File: src/rtl/fifo_arb_pkg.sv
// Shared types and default sizing for the FIFO write-port arbiter.
// Holds the arbiter state enum and the default parameter constants.
package fifo_arb_pkg;

    typedef enum logic {
        IDLE  = 1'b0,
        GRANT = 1'b1
    } arb_state_e;

    localparam int NUM_REQ_DEF   = 4;
    localparam int DATA_W_DEF    = 8;
    localparam int BURST_MAX_DEF = 4;

    // Index width that stays legal for a single producer
    function automatic int idx_w(input int n);
        return (n > 1) ? $clog2(n) : 1;
    endfunction

endpackage

File: src/rtl/fifo_rr_pick.sv
// Round-robin pick: first requester after last_owner, wrapping.
// Purely combinational; hit is low when no request is pending.
module fifo_rr_pick
    import fifo_arb_pkg::*;
#(
    parameter  int NUM_REQ = NUM_REQ_DEF,
    localparam int IW      = idx_w(NUM_REQ)
) (
    input  logic [NUM_REQ-1:0] req,
    input  logic [IW-1:0]      last_owner,
    output logic               hit,
    output logic [IW-1:0]      index
);

    int            c;
    logic [IW-1:0] ci;

    // Scan candidates last_owner+1 .. last_owner+NUM_REQ; first hit wins
    always_comb begin
        hit   = 1'b0;
        index = '0;
        c     = 0;
        ci    = '0;
        for (int k = 1; k <= NUM_REQ; k++) begin
            c = int'(last_owner) + k;
            if (c >= NUM_REQ) begin
                c = c - NUM_REQ;
            end
            ci = IW'(c);
            if (!hit && req[ci]) begin
                hit   = 1'b1;
                index = ci;
            end
        end
    end

endmodule

File: src/rtl/fifo_wr_arb.sv
// Round-robin arbiter sharing one FIFO write port among producers.
// Optional FIFO_WR_ARB_HF_THROTTLE_EN: no new grant while fifo_hf=1.
module fifo_wr_arb
    import fifo_arb_pkg::*;
#(
    parameter  int NUM_REQ   = NUM_REQ_DEF,
    parameter  int DATA_W    = DATA_W_DEF,
    parameter  int BURST_MAX = BURST_MAX_DEF,
    localparam int IW        = idx_w(NUM_REQ),
    localparam int CW        = $clog2(BURST_MAX + 1)
) (
    input  logic                      clk,
    input  logic                      reset,
    input  logic [NUM_REQ-1:0]        req,
    input  logic [NUM_REQ*DATA_W-1:0] req_data,
    input  logic [NUM_REQ-1:0]        req_last,
    output logic [NUM_REQ-1:0]        ack,
    output logic                      fifo_write,
    output logic [DATA_W-1:0]         fifo_data,
    input  logic                      fifo_full,
    input  logic                      fifo_hf,
    output logic [IW-1:0]             grant_id,
    output logic                      busy
);

    localparam logic [CW-1:0] CNT_LAST = CW'(BURST_MAX - 1);
    localparam logic [IW-1:0] OWN_INIT = IW'(NUM_REQ - 1);

    arb_state_e    state;
    arb_state_e    state_nx;
    logic [IW-1:0] owner;
    logic [IW-1:0] owner_nx;
    logic [IW-1:0] last_owner;
    logic [IW-1:0] last_nx;
    logic [CW-1:0] cnt;
    logic [CW-1:0] cnt_nx;
    logic          hit;
    logic          start;
    logic          accept;
    logic          done;
    logic [IW-1:0] pick;

    fifo_rr_pick #(
        .NUM_REQ    (NUM_REQ)
    ) u_pick (
        .req        (req),
        .last_owner (last_owner),
        .hit        (hit),
        .index      (pick)
    );

`ifdef FIFO_WR_ARB_HF_THROTTLE_EN
    assign start = hit && !fifo_hf;
`else
    logic unused_hf;
    assign unused_hf = fifo_hf;
    assign start     = hit;
`endif

    assign grant_id = owner;

    // Next state plus zero-latency write path; reset cycle never writes
    always_comb begin
        state_nx   = state;
        owner_nx   = owner;
        last_nx    = last_owner;
        cnt_nx     = cnt;
        accept     = 1'b0;
        done       = 1'b0;
        ack        = '0;
        fifo_write = 1'b0;
        fifo_data  = '0;
        busy       = 1'b0;
        unique case (state)
            IDLE: begin
                if (start) begin
                    owner_nx = pick;
                    state_nx = GRANT;
                end
            end
            GRANT: begin
                busy = 1'b1;
                if (!reset) begin
                    fifo_data = req_data[int'(owner)*DATA_W +: DATA_W];
                end
                accept     = req[owner] && !fifo_full && !reset;
                fifo_write = accept;
                ack[owner] = accept;
                if (accept) begin
                    cnt_nx = cnt + CW'(1);
                end
                done = !req[owner] ||
                       (accept && (req_last[owner] || cnt == CNT_LAST));
                if (done) begin
                    state_nx = IDLE;
                    last_nx  = owner;
                    cnt_nx   = '0;
                end
            end
            default: begin
                state_nx = IDLE;
            end
        endcase
    end

    // State, owner and burst bookkeeping with synchronous reset
    always_ff @(posedge clk) begin
        if (reset) begin
            state      <= IDLE;
            owner      <= '0;
            last_owner <= OWN_INIT;
            cnt        <= '0;
        end else begin
            state      <= state_nx;
            owner      <= owner_nx;
            last_owner <= last_nx;
            cnt        <= cnt_nx;
        end
    end

endmodule

File: config.mk
export PLATFORM = sky130hd
export DESIGN_NAME = fifo_wr_arb
export DESIGN_NICKNAME = d
export VERILOG_FILES = /design/src/rtl/fifo_arb_pkg.sv /design/src/rtl/fifo_rr_pick.sv /design/src/rtl/fifo_wr_arb.sv
export SDC_FILE = /design/constraint.sdc
export NUM_CORES = 1
export LEC_CHECK = 0
export CORE_AREA = 4 4 52 54
export CTS_CLUSTER_SIZE = 28
export DETAILED_ROUTE_END_ITERATION = 12
export DIE_AREA = 0 0 56 58
export HOLD_SLACK_MARGIN = 0.1
export PLACE_DENSITY = 0.84
export SYNTH_ARGS = -nofsm -noshare
export SYNTH_HDL_FRONTEND = slang
export SYNTH_SLANG_ARGS = --single-unit
File: constraint.sdc
create_clock -name clk -period 3.24 [get_ports clk]
set_input_delay 0.648 -clock clk [delete_from_list [all_inputs] [get_ports clk]]
set_output_delay 0.648 -clock clk [all_outputs]
set_load 0.005 [all_outputs]
==> metrics, run 1 <==
Routed Antenna Nets 0; total number of vias approximately 900; RD Place Congestion about 0.86; Post-synth ARST share 0%; EDFF count, synth 0; initial drt markers 30; Final #Nets 195; Core ar. 2210 µm²; postcts setup bufs 0; Reg2Reg Capture Point cnt[2]; P per Cell Area 297 nW/µm²; synth-to-layout area growth 81.1%; critical path class in -> out; Metal-1 WL around 950 µm; metal3 WL roughly 200 µm; Mapped Area between 700 and 800 µm²; Synth area leader mux4_2; outcome finished, final reports clean; sequential share of the synthesized area about a fifth; Critical Path End Type output port; CTS buffer count 3; met2 wire len 1290 µm; Worst Tran Pin Value approximately 0.45 ns; R2R depth 5; Top FF cell, synth dfxtp_1; r2r setup slk 1.56 ns; I/O Pins 60; DRC errors left 0; Sink Count 8; number of global-route vias before repair just under 900; Overflow after GRT 0; first-pass GRT wire length around 4000 µm; fillcell total 173; WP data required between 2 and 3 ns; fin cells ~180; final worst-path cycle share between 90 and 100%; Synth Register Bits 8; VDD IR-drop max ~240 µV; Yosys top cell area share between 20 and 30%; fin util between 60% and 70%; Synth cell types 27; most frequent cells in the layout clkdlybuf4s50_1 (58), nor2_1 (15), mux4_2 (9), nor2b_1 (9), dfxtp_1 (8); gr usage total ~15%; Setup Skew about 0.0075 ns; hold path startpoint cnt[2]; pin count of the biggest net entering global routing 18; final hold vios 0; die height around 58 µm; clock-pin slew on the worst setup and hold paths 0.05 ns; maximum fanout along the worst path 5; port bufs a little under 60; commonest non-fill, non-tap cell in the layout clkdlybuf4s50_1; row cnt 17; CP startpoint kind input pin; P_leak around 0.55 nW; fmax between 300 and 400 MHz; Wirelength per Cell approximately 14 µm; RSZ-0062 raised after global routing no; CTS max path bufs 2; hold crit path type reg -> reg; clock root buffer clkbuf_4; Worst Path Arrival 2.51 ns; die area between 3000 and 4000 µm²; hold_buf cts 0; vias per inst approximately 5.1; CTS tree yes; maxcap violations 0; ant diodes 0; share of cells above drive strength 1 roughly 14%; DRT Pass-1 Iters 4; Placed Cells 172; CP Launch Point req[1]; relative slew slack ~70%; CP Capture Point ack[3]; Initial Utilization a little over a third; RR Startpoint grant_id[0]; Ys Warns 0; Top Layer Used met4; minimum clock period approximately 3.2 ns; H-tree depth 1; clk_lat worst skew about 0.26 ns; syn_area_per_cell approximately 9.1 µm²; drt total wl roughly 2500 µm; initial antenna violation count 0; Syn Inst Count 87; Setup violations, final 0; CTS resizes 0; Final HPWL DP between 2000 and 2500 µm; Mapped Nets about 130; Die Width between 50 and 60 µm; Setup TNS 0 ns; Fin Hold WS roughly 0.54 ns; largest cells by area after synthesis mux4_2 (26%), dfxtp_1 (20%), mux2i_1 (7.6%), nor2_1 (7.1%), nor2b_1 (7.1%); Slew Viols, Final 0
-- layer usage --
layer / vias up / global-route usage, %
met1: 416 / 16.8
met2: 44 / 29.5
met3: 2 / 4.23
li1: 437 / -
met4: 0 / 4.07
met5: - / 0
-- through the flow --
| step | setup slack (ns) | power (mW) | area [µm²] |
|---|---|---|---|
| after global placement | 0.142 | 0.345 | 1410 |
| final | 0.0816 | 0.427 | 1440 |
| after floorplan | 1.03 | 0.251 | 793 |
| after global routing | 0.0193 | 0.453 | 1440 |
| after CTS | 0.0762 | 0.430 | 1440 |
| after detailed placement | 0.0769 | 0.352 | 1410 |
-- cell usage after synthesis (all sizes together), types with 2 or more instances --
cell type / number
a211oi: 2
a21oi: 6
buf: 3
clkbuf: 3
dfxtp: 8
ha: 2
inv: 5
mux2i: 6
mux4: 9
nand2: 3
nand2b: 3
nor2: 15
nor2b: 9
nor3: 2
nor3b: 2
-- cell type report --
class / instances / area [µm²] / share of cell area, %
timing repair buffer: 63 / 618 / 43.0
tap: 28 / 35.0 / 2.44
sequential: 8 / 160 / 11.1
inverter: 5 / 18.8 / 1.31
clock buffer: 3 / 22.5 / 1.57
multi-input combinational: 68 / 582 / 40.5
-- worst min path at each step --
stage          slack, ns  cells past startpoint      to
3_3_place_gp        0.48                      2  cnt[1]
5_1_grt             0.56                      2  cnt[1]
2_1_floorplan       0.46                      2  cnt[1]
4_1_cts             0.54                      2  cnt[2]
3_5_place_dp        0.53                      2  cnt[0]
6_report            0.54                      2  cnt[2]
-- critical path, cell delays in order --
cell and delay, ns:
clkdlybuf4s50_1 0.49, mux4_2 0.56, nand2_1 0.13, inv_1 0.07, and3_1 0.18, clkdlybuf4s50_1 0.45
-- where the power goes --
group	internal, mW	total (mW)	switching [mW]	leakage [nW]
clock network	0.0425	0.0780	0.0355	0.0138
logic	0.143	0.221	0.0784	0.472
registers	0.112	0.128	0.0162	0.0659
total	0.297	0.427	0.130	0.552
-- kinds of logic after synthesis --
group / share of synthesized area (%)
AO/OA/AOI/OAI: 12.5
XOR/XNOR: 1.10
adder cells (fa/ha/maj): 3.15
buffers and inverters: 6.47
flip-flops: 20.2
multiplexers: 33.1
AND/OR/NAND/NOR: 23.5
-- registers in the layout (all words and copies together) (netlist names) --
| name | flops |
|---|---|
| cnt | 3 |
| grant_id | 2 |
| last_owner | 2 |
| state | 1 |
Note: power is estimated with default switching activity, not from simulation.
==> run 2, diff against run 1 <==
--- a/config.mk
+++ b/config.mk
@@ -5,12 +5,13 @@
 export SDC_FILE = /design/constraint.sdc
 export NUM_CORES = 1
 export LEC_CHECK = 0
-export CORE_AREA = 4 4 52 54
+export ABC_AREA = 1
+export CORE_AREA = 4 4 55 57
 export CTS_CLUSTER_SIZE = 28
 export DETAILED_ROUTE_END_ITERATION = 12
-export DIE_AREA = 0 0 56 58
+export DIE_AREA = 0 0 59 61
 export HOLD_SLACK_MARGIN = 0.1
-export PLACE_DENSITY = 0.84
+export PLACE_DENSITY = 0.82
 export SYNTH_ARGS = -nofsm -noshare
 export SYNTH_HDL_FRONTEND = slang
 export SYNTH_SLANG_ARGS = --single-unit
==> metrics, run 2 <==
outcome finished, final reports clean; H-tree depth 1 (unchanged); sequential share of the synthesized area 16.8% (-3.4 points); Ys Warns 0 (unchanged); CTS buffer count 3 (unchanged); most frequent cell on the critical path clkdlybuf4s50_1; P_leak 0.694 nW (+26%); Final #Nets 259 (+33%); r2r setup slk 1.61 ns (+0.05 ns); Crit-path slowest cell clkdlybuf4s50_1; share of cells above drive strength 1 11.8% (-1.8 points); CP Capture Point ack[0]; CP max stage delay 0.54 ns (-0.02 ns); most instantiated cells after synthesis nand2_1 (45), a22oi_1 (16), inv_1 (14), a21oi_1 (13), nand3_1 (12); Post-synth ARST share 0% (unchanged); Synth Register Bits 8 (unchanged); initial antenna violation count 0 (unchanged); synth-to-layout area growth 64.7%; CTS tree yes; Sw Ratio 51.9% (+21 points); gr usage total 19.1% (+3.6 points); row cnt 18 (+1); Biggest register cnt; maxcap violations 0 (unchanged); most frequent cells in the layout clkdlybuf4s50_1 (58), nand2_1 (45), a22oi_1 (16); Synth cell types 25 (-7.4%); total number of vias 1280 (+42%); final worst-path cycle share 90.9% (-6.6 points); hold crit path type reg -> reg; Mapped Area 955 µm² (+20%); DRC errors left 0 (unchanged); CTS resizes 0 (unchanged); Syn Inst Count 152 (+75%); Setup Skew 0.00287 ns (-0.00463 ns); initial drt markers 70 (+130%); I/O Pins 60 (unchanged); clock-pin slew on the worst setup and hold paths 0.05 ns (about the same); Worst Tran Pin Value 0.395 ns (-0.0556 ns); die height 61 µm (+5.2%); drt total wl 3400 µm (+38%); Slew Viols, Final 0 (unchanged); number of global-route vias before repair 1287 (+48%); CTS max path bufs 2 (unchanged); Overflow after GRT 0 (unchanged); vias per inst 5.31 (+3.4%); DRT Pass-1 Iters 5 (+1); maximum fanout along the worst path 5 (unchanged); RD Place Congestion 0.834 (-2.6%); critical path class in -> out; internal power 524 µW (+77%); minimum clock period 2.94 ns (-0.214 ns); Setup TNS 0 ns (unchanged); Yosys top cell area share 17.7% (-7.9 points); Worst Path Arrival 2.30 ns (-0.21 ns); Die Width 59 µm (+5.4%); family with the most delay on the worst path buffers and inverters; Critical path buffers and inverters 2 (-1); Sink Count 8 (unchanged); net load switching power 566 µW (+330%); hold_buf cts 0 (unchanged); ant diodes 0 (unchanged); pin count of the biggest net entering global routing 11 (-7); total power 1.09 mW (+160%); Clk pwr share 7.2% (-11 points); clock root buffer clkbuf_4; Core ar. 2480 µm² (+12%); Wirelength per Cell 14.1 µm (+0.21%); Gate power share 74.3% (+22 points); syn_area_per_cell 6.28 µm² (-31%); CP Launch Point req[0]; Synth area leader nand2_1; sequential power share 18.5% (-12 points); VDD IR-drop max 440 µV (+82%); first-pass GRT wire length 5350 µm (+34%); relative slew slack 73.6% (+3.9 points); cell breakdown of the critical path clkdlybuf4s50_1 > a22oi_2 > nand3_2 > nand3_1 > nor3_1 > clkdlybuf4s50_1; Final HPWL DP 2780 µm (+30%); Initial Utilization 38.5% (+2.7 points); clk_lat worst skew 0.26 ns (about the same); CP startpoint kind input pin; Top FF cell, synth dfxtp_1; P per Cell Area 693 nW/µm² (+130%); die area 3600 µm² (+11%); commonest non-fill, non-tap cell in the layout clkdlybuf4s50_1; R2R depth 11 (+6); RSZ-0062 raised after global routing no; largest cells by area after synthesis nand2_1 (18%), dfxtp_1 (17%), a22oi_1 (13%), a21oi_1 (6.8%), nand3_1 (6.3%); Mapped Nets 198 (+49%); Critical Path End Type output port; RR Startpoint last_owner[0]; port bufs 58 (unchanged); Reg2Reg Capture Point grant_id[1]; Routed Antenna Nets 0 (unchanged); postcts setup bufs 0 (unchanged); Setup violations, final 0 (unchanged); count leader, synth nand2_1; WP data required 2.59 ns (about the same); Worst path depth 6 (unchanged); fmax 340 MHz (+7.3%); final hold vios 0 (unchanged); max FFs per register 3 (unchanged); EDFF count, synth 0 (unchanged)
==> run 2: changes by cell type after synthesis, moves of 9 or more <==
cell | previous run | this run
nor2b_1 | 9 | 0
nand3_1 | 0 | 12
nand2_1 | 3 | 45
inv_1 | 5 | 14
a22oi_1 | 1 | 16
mux4_2 | 9 | 0
==> run 2: layout make-up <==
type                       instances  area [µm²]
clock buffer                       3        22.5
fill                             240         905
sequential                         8         160
multi-input combinational        122         688
inverter                          19        76.3
timing repair buffer              59         588
tap                               30        37.5
==> run 2: tightest hold or removal path, stage by stage (launching register included) <==
cell and delay [ns]:
dfxtp_1 0.32, o21ai_0 0.08, nor2_1 0.07
==> run 2: metrics by stage <==
stage	worst slack (ns)	hold WS, ns	utilization (%)	instance area, µm²	instances
3_3_place_gp	0.336	0.494	62.6	1550	238
5_1_grt	0.146	0.571	63.5	1570	241
4_1_cts	0.284	0.512	63.5	1570	241
2_1_floorplan	1.38	0.475	-	955	152
3_5_place_dp	0.306	0.495	62.6	1550	238
6_report	0.295	0.507	63.5	1570	241
==> run 2: power by group through the flow <==
stage | sequential [mW] | combinational, mW | clock, mW
2_1_floorplan | 0.173 | 0.601 | 0
3_3_place_gp | 0.201 | 0.776 | 0
3_5_place_dp | 0.202 | 0.809 | 0
4_1_cts | 0.200 | 0.813 | 0.0822
5_1_grt | 0.212 | 0.900 | 0.0844
6_report | 0.202 | 0.810 | 0.0783
==> run 2: worst min-delay path by stage <==
stage | start | endpoint | slack [ns] | cells after the start
floorplan | cnt[2] | cnt[2] | 0.47 | 2
global route | cnt[0] | cnt[0] | 0.57 | 2
global placement | cnt[2] | cnt[2] | 0.49 | 2
detailed placement | cnt[2] | cnt[2] | 0.49 | 2
CTS | cnt[2] | cnt[2] | 0.51 | 2
finish | cnt[2] | cnt[2] | 0.51 | 2
==> run 2: cells by family (layout without fill, tap and decap cells) <==
family          after synthesis  after routing  synth area share, %
simple gates                 85             85                 45.5
buf+inv                      22             81                 11.1
fa+ha+maj                     2              2                 2.62
flops                         8              8                 16.8
compound gates               35             35                 24.0
==> run 2: per-layer routing <==
metal / share of wire [%] / up-vias / GRT usage [%] / wire length [µm]
met1: 40 / 575 / 21.0 / 1360
met3: 8.5 / 6 / 4.68 / 290
li1: - / 637 / - / -
met2: 50 / 62 / 35.8 / 1710
met5: 0 / - / 0 / 0
met4: 1.3 / 0 / 6.15 / 44
==> run 3, diff against run 2 <==
--- a/config.mk
+++ b/config.mk
@@ -6,12 +6,15 @@
 export NUM_CORES = 1
 export LEC_CHECK = 0
 export ABC_AREA = 1
-export CORE_AREA = 4 4 55 57
+export CELL_PAD_IN_SITES_DETAIL_PLACEMENT = 1
+export CELL_PAD_IN_SITES_GLOBAL_PLACEMENT = 1
+export CORE_AREA = 4 4 73 75
 export CTS_CLUSTER_SIZE = 28
 export DETAILED_ROUTE_END_ITERATION = 12
-export DIE_AREA = 0 0 59 61
+export DIE_AREA = 0 0 77 79
 export HOLD_SLACK_MARGIN = 0.1
-export PLACE_DENSITY = 0.82
+export PLACE_DENSITY_LB_ADDON = 0.1
 export SYNTH_ARGS = -nofsm -noshare
 export SYNTH_HDL_FRONTEND = slang
 export SYNTH_SLANG_ARGS = --single-unit
+export TNS_END_PERCENT = 20
==> constraint.sdc (replaced) <==
create_clock -name clk -period 2.6 [get_ports clk]
set_input_delay 0.52 -clock clk [delete_from_list [all_inputs] [get_ports clk]]
set_output_delay 0.52 -clock clk [all_outputs]
set_load 0.005 [all_outputs]
==> metrics, run 3 (synthesized netlist as in run 2, its figures left out) <==
Sw Ratio 49.6% (-2.3 points); Routed Antenna Nets 0 (unchanged); Setup Skew 0.00495 ns (+0.00208 ns); pre-CTS WS -0.0688 ns (-0.375 ns); fin cells 280 (+16%); net load switching power 763 µW (+35%); max FFs per register 3 (unchanged); r2r setup slk 0.90 ns (-0.71 ns); initial drt markers 41 (-41%); share of cells above drive strength 1 19.5% (+7.6 points); CP startpoint kind input pin; initial antenna violation count 0 (unchanged); failing checks setup timing; critical path class in -> out; RD Place Congestion 0.743 (-11%); minimum clock period 2.64 ns; Final HPWL DP 3450 µm (+24%); most frequent cells in the layout clkdlybuf4s50_1 (56), nand2_1 (45), a22oi_1 (16), buf_4 (16), inv_1 (14); CTS max path bufs 2 (unchanged); Initial Utilization 20.5% (-18 points); die area 6080 µm² (+69%); clk_lat worst skew 0.23 ns (-0.03 ns); Worst Tran Pin Value 0.462 ns (+0.0667 ns); CTS tree yes; Placed Cells 277 (+16%); P per Cell Area 875 nW/µm² (+26%); drt total wl 4120 µm (+21%); Clk pwr share 9.9% (+2.7 points); Setup violations, final 4 (+4); port bufs 58 (unchanged); Final #Nets 274 (+5.8%); die height 79 µm (+30%); row cnt 25 (+7); setup ws final -0.0441 ns (-0.339 ns); DRC errors left 0 (unchanged); CP max stage delay 0.54 ns (about the same); number of global-route vias before repair 1394 (+8.3%); total number of vias 1318 (+3.0%); CTS resizes 2 (+2); Die Width 77 µm (+31%); Sink Count 8 (unchanged); sequential power share 17.4% (-1.1 points); RR Startpoint last_owner[0]; CP Capture Point fifo_data[0]; Gate power share 72.7% (-1.6 points); VDD IR-drop max 436 µV (-0.93%); Slew Viols, Final 0 (unchanged); Biggest register cnt; relative slew slack 69.2% (-4.5 points); clock root buffer clkbuf_8; most frequent cell on the critical path clkdlybuf4s50_1; Reg2Reg Capture Point grant_id[1]; maximum fanout along the worst path 8 (+3); ant diodes 0 (unchanged); fin util 37.7% (-26 points); commonest non-fill, non-tap cell in the layout clkdlybuf4s50_1; Worst Path Arrival 2.12 ns (-0.18 ns); hold crit path type reg -> reg; final hold vios 0 (unchanged); cell breakdown of the critical path clkdlybuf4s50_1 > nor2_2 > buf_4 > inv_1 > a21oi_1 > clkdlybuf4s50_1; final worst-path cycle share 102%; first-pass GRT wire length 6650 µm (+24%); clock-pin slew on the worst setup and hold paths 0.04 ns (about the same); Crit-path slowest cell clkdlybuf4s50_1; P_leak 0.812 nW (+17%); outcome complete, but fails checks; Setup TNS -0.0740 ns (-0.0740 ns); DRT Pass-1 Iters 4 (-1); Wirelength per Cell 14.7 µm (+4.3%); Overflow after GRT 0 (unchanged); CP Launch Point reset; pin count of the biggest net entering global routing 11 (unchanged); fmax between 300 and 400 MHz; maxcap violations 0 (unchanged); gr usage total 13.3% (-5.8 points); I/O Pins 60 (unchanged); Core ar. 4660 µm² (+88%); internal power 774 µW (+48%); vias per inst 4.71 (-11%); R2R depth 10 (-1); Critical Path End Type output port; H-tree depth 1 (unchanged); postcts setup bufs 0 (unchanged); RSZ-0062 raised after global routing yes; CTS buffer count 3 (unchanged); synth-to-layout area growth 83.9%; WP data required 2.08 ns (-0.51 ns); total power 1.54 mW (+41%); hold_buf cts 0 (unchanged)
-- run 3: critical path, delay by kind of cell --
kind | cells | cell delay, ns
buf+inv | 4 | 1.25
simple gates | 1 | 0.18
compound gates | 1 | 0.18
-- run 3: power by group through the flow --
stage                     sequential [mW]  combinational [mW]  clock, mW
after global placement              0.265                1.08          0
after CTS                           0.266                1.13      0.156
after floorplan                     0.216               0.749          0
final                               0.268                1.12      0.152
after global routing                0.281                1.25      0.165
after detailed placement            0.268                1.12          0
-- run 3: metal layers --
metal | wire, µm | global-route usage, % | up-vias
met5 | 0 | 0 | -
li1 | - | - | 663
met3 | 147 | 2.15 | 5
met1 | 1730 | 15.0 | 620
met2 | 2210 | 26.1 | 30
met4 | 29 | 2.85 | 0
-- run 3: cell type report --
cell class / count / area, µm²
clock buffer: 3 / 41.3
fill: 584 / 2910
inverter: 19 / 76.3
multi-input combinational: 122 / 704
sequential: 8 / 160
tap: 54 / 67.6
timing repair buffer: 74 / 706
-- run 3: per-stage QoR --
step / hold WS [ns] / area [µm²]
4_1_cts: 0.524 / 1740
6_report: 0.520 / 1760
2_1_floorplan: 0.475 / 955
3_5_place_dp: 0.509 / 1690
3_3_place_gp: 0.495 / 1690
5_1_grt: 0.551 / 1760
-- run 3: worst min-delay path by stage --
stage               slack [ns]   start  cells after the start  endpoint
detailed placement        0.51  cnt[1]                      2    cnt[1]
finish                    0.52  cnt[0]                      2    cnt[0]
global placement          0.49  cnt[2]                      2    cnt[2]
CTS                       0.52  cnt[1]                      2    cnt[1]
global route              0.55  cnt[0]                      2    cnt[0]
floorplan                 0.47  cnt[2]                      2    cnt[2]
==> RTL change 1 (config.mk and constraints of run 2) <==
Add a define of `FIFO_WR_ARB_HF_THROTTLE_EN`.
--- a/src/rtl/fifo_wr_arb.sv
+++ b/src/rtl/fifo_wr_arb.sv
@@ -2,2 +2,4 @@
 // Optional FIFO_WR_ARB_HF_THROTTLE_EN: no new grant while fifo_hf=1.
+`define FIFO_WR_ARB_HF_THROTTLE_EN
+
 module fifo_wr_arb
Check against the original RTL: not equivalent (a bounded check fails within 4 cycles, from zero or initial values and one cycle with reset high).
==> RTL change 1 against run 2 <==
  * Setup slack worse by 0.051 ns
  * Register-to-register slack worse by 0.09 ns
  * Sequential cell count unchanged
  * Synthesized area down 1.4%
  * Final area down 0.48%
  * Die area unchanged
  * Critical path depth up 2
  * Wire length down 11%
  * Critical endpoint unchanged
Power is not compared: it rests on default switching activity, and its combinational part moved more than twofold at a synthesized area within 25%.
==> RTL change 1: results (changes against run 2) <==
[place]
gp_congestion=0.8348  ; was 0.8335
io_buffer_count=59  ; was 58
place_hpwl_mm=2.505  ; was 2.779 mm
dp_slack_ns=0.2399  ; was 0.3062 ns
dp.cells=249  ; was 238

[synth]
async_flop_share=0  ; unchanged
syn_area_per_cell_um2=5.737  ; was 6.281 um^2
synth_area_leaders=nand2_1 (22%), dfxtp_1 (17%), nand3_1 (12%)  ; was nand2_1 (18%), dfxtp_1 (17%), a22oi_1 (13%)
yosysSeqAreaShare=0.1702  ; was 0.1678
ys_types=29  ; was 25
ys_top_cells_by_count=nand2_1 (55), nand3_1 (22), inv_1 (16)  ; was nand2_1 (45), a22oi_1 (16), inv_1 (14)
synth_nets=210  ; was 198
synth_ff_type=dfxtp_1  ; unchanged

[route]
wl_mm=3.030  ; was 3.403 mm
initialDrtViolationCount=74  ; was 70
wl_per_cell_um=12.02  ; was 14.12 um
vias=1233  ; was 1280
dr.pass1.iters=4  ; was 5
ant_nets=0  ; unchanged

[global_routing]
grt_usage=0.1727  ; was 0.1909
grt_start_max_net_pins=13  ; was 11
grt_pass1_wl_mm=4.947  ; was 5.347 mm

[layout]
fillers=241  ; was 240
fin_nets=270  ; was 259
largest_reg_flops=3  ; unchanged
antenna_cells=0  ; unchanged
layout-drive-gt1-share=0.07207  ; was 0.1185

[setup_path]
cp_slowest_cell=clkdlybuf4s50_1  ; unchanged
cp_max_fo=5  ; unchanged
cp_top_family=buffers and inverters  ; unchanged
critPathArrivalTime_ns=2.35  ; was 2.30 ns
reg2reg_to=last_owner[1]  ; was grant_id[1]
r2r_cells=8  ; was 11
rrSetupSlack_ns=1.52  ; was 1.61 ns
r2r_start=grant_id[1]  ; was last_owner[0]

[clock_tree]
post_cts_buffers=0  ; unchanged
cts_buffers=3  ; unchanged

[timing]
whs_ns=0.4924  ; was 0.5070 ns
relSlewSlack=0.7203  ; was 0.7364
finalClockSkew_ns=0.002466  ; was 0.002874 ns

[status]
status=finished clean  ; unchanged

[hold_path]
hold_class=flop to flop  ; unchanged

[RTL change 1: worst max-delay path by stage]
stage                start     end  slack, ns  cells after the start
3_3_place_gp        req[2]  ack[0]       0.26                      8
4_1_cts             req[2]  ack[0]       0.23                      8
6_report            req[2]  ack[0]       0.24                      8
3_5_place_dp        req[2]  ack[0]       0.24                      8
5_1_grt             req[2]  ack[0]       0.14                      8
2_1_floorplan  grant_id[1]  ack[0]       1.30                      6
[RTL change 1: tightest hold or removal path, stage by stage (launching register included)]
cell     delay (ns)
dfxtp_1        0.30
nor2_1         0.10
nor2_1         0.05
[RTL change 1: cell families after synthesis]
family / Yosys count / share of synthesized area
buffers and inverters: 25 / 0.1157
adders and majority gates: 2 / 0.02659
AOI/OAI and AO/OA: 29 / 0.2141
xor gates and xnor gates: 1 / 0.009310
DFF: 8 / 0.1702
and+or+nand+nor: 99 / 0.4641
[RTL change 1: layout make-up]
cell class	instances	area, um^2	share of cell area
sequential	8	160.2	0.1023
clock buffer	3	22.52	0.01439
tap	30	37.54	0.02398
inverter	20	75.07	0.04796
timing repair buffer	60	598.1	0.3821
multi-input combinational	131	671.9	0.4293
[RTL change 1: metrics by stage]
step	area [um^2]	power, mW
2_1_floorplan	940.9	0.3468
3_3_place_gp	1543	0.4651
3_5_place_dp	1543	0.4668
4_1_cts	1565	0.5446
5_1_grt	1565	0.5990
6_report	1565	0.5390
[RTL change 1: per-layer routing]
layer	vias to the layer above	share of wire	GRT usage
met4	0	0.0043	0.01942
met2	36	0.50	0.2997
met1	525	0.44	0.2210
met5	-	0	0
li1	669	-	-
met3	3	0.058	0.04681
[RTL change 1: where the power goes]
group	leakage (nW)	internal, mW	switching, mW
sequential	0.0657	0.114	0.0243
combinational	0.612	0.151	0.173
clock	0.0138	0.0423	0.0333
total	0.692	0.308	0.231
==> RTL change 2 (settings of run 2) <==
Made on the original files. Reset style: asynchronous (`reset`), changed in one clocked block. Comments in the files are not updated.
--- a/src/rtl/fifo_wr_arb.sv
+++ b/src/rtl/fifo_wr_arb.sv
@@ -106,3 +106,3 @@
     // State, owner and burst bookkeeping with synchronous reset
-    always_ff @(posedge clk) begin
+    always_ff @(posedge clk or posedge reset) begin
         if (reset) begin
Formal check against the unedited RTL: differs if reset is asserted again (counterexample within 4 cycles, from zero or initial values and one cycle with reset high); with reset held inactive, the same outputs for 10 cycles.
==> RTL change 2 against run 2 <==
  * Final cell count is 2.9% higher
  * Final area increased by 4.1%
  * Wire length increased by 1.9%
  * First-iteration DRC count fell by 10%
  * Setup slack got worse by 0.056 ns
  * Total power is 11% higher
  * Synthesized cell count up 4.6%
  * Sequential cell count did not move
  * Global-route usage about the same
  * Combinational power increased by 11%
  * Synthesized area rose by 5.4%
==> RTL change 2: results (changes against run 2) <==
[setup_path]
r2r_start=last_owner[0]  ; unchanged
reg2reg_to=grant_id[1]  ; unchanged
critPathArrivalTime_ns=2.35  ; was 2.30 ns
cp_max_fo=7  ; was 5
rrSetupSlack_ns=1.59  ; was 1.61 ns

[route]
vias=1315  ; was 1280
dr.pass1.iters=4  ; was 5
wl_mm=3.468  ; was 3.403 mm
initialDrtViolationCount=63  ; was 70
m1WireLength_mm=1.496  ; was 1.360 mm
met2_length_mm=1.834  ; was 1.707 mm
dr_wl_met3_um=114  ; was 290 um

[synth]
synth_ff_type=dfrtp_1  ; was dfxtp_1
ys_top_cells_by_count=nand2_1 (45), nand3_1 (25), inv_1 (16)  ; was nand2_1 (45), a22oi_1 (16), inv_1 (14)
async_flop_share=1.000  ; was 0
synth_nets=205  ; was 198
syn_area_per_cell_um2=6.327  ; was 6.281 um^2
synth_area_leaders=nand2_1 (17%), dfrtp_1 (15%), nand3_1 (12%)  ; was nand2_1 (18%), dfxtp_1 (17%), a22oi_1 (13%)
synth_compound_area_frac=0.1654  ; was 0.2398
yosysSeqAreaShare=0.2015  ; was 0.1678
ys_types=28  ; was 25

[global_routing]
grt.met1_usage=0.2439  ; was 0.2101
gr-usage-met3=0.02128  ; was 0.04681
met2_usage=0.3486  ; was 0.3580
grt_start_max_net_pins=17  ; was 11
grt_pass1_wl_mm=5.437  ; was 5.347 mm
first_global_vias=1234  ; was 1287

[layout]
fillers=220  ; was 240
num-multi-input-gates=124  ; was 122
clock_buffers=4  ; was 3
clk_share=0.01606  ; was 0.01432
ff_latch_area_um2=202.7  ; was 160.2 um^2
multi_input_area_um2=679.4  ; was 688.2 um^2
inv_count=20  ; was 19
layout-drive-gt1-share=0.1239  ; was 0.1185
fin_nets=265  ; was 259
bufAreaShareNonClock=0.3731  ; was 0.3739

[timing]
min_period_over_period=0.9262  ; was 0.9089
whs_ns=0.5222  ; was 0.5070 ns
finalClockSkew_ns=0.0007130  ; was 0.002874 ns
tightest_slew_ns=0.4859  ; was 0.3948 ns

[place]
dpl_cell_area_mm2=0.001610  ; was 0.001550 mm^2
dp.cells=244  ; was 238
dp_slack_ns=0.2553  ; was 0.3062 ns

[status]
status=finished clean  ; unchanged

[power_and_ir_drop]
leakage_nw=0.7265  ; was 0.6942 nW
vdd_drop_max_mv=0.6398  ; was 0.4398 mV

-- RTL change 2: cell count changes in the layout (fill, tap and decap cells not counted), moves of 3 or more --
cell | run 2 | this run
nand2_2 | 3 | 8
nand3_1 | 12 | 25
a31oi_1 | 0 | 8
dfrtp_1 | 0 | 6
a22oi_1 | 16 | 8
a21oi_1 | 13 | 1
nor2_1 | 10 | 5
o21ai_1 | 0 | 3
nand2_4 | 5 | 0
dfxtp_1 | 8 | 0
buf_4 | 1 | 4
-- RTL change 2: power groups by stage --
stage | Clock (mW) | Sequential, mW | Combinational [mW]
2_1_floorplan | 0 | 0.177 | 0.651
3_3_place_gp | 0 | 0.226 | 0.872
3_5_place_dp | 0 | 0.229 | 0.898
4_1_cts | 0.0841 | 0.228 | 0.905
5_1_grt | 0.0910 | 0.237 | 1.01
6_report | 0.0821 | 0.228 | 0.897
-- RTL change 2: critical path: cells and delay by family --
kind / cells / cell delay, ns
buf+inv: 2 / 1.04
simple gates: 4 / 0.64
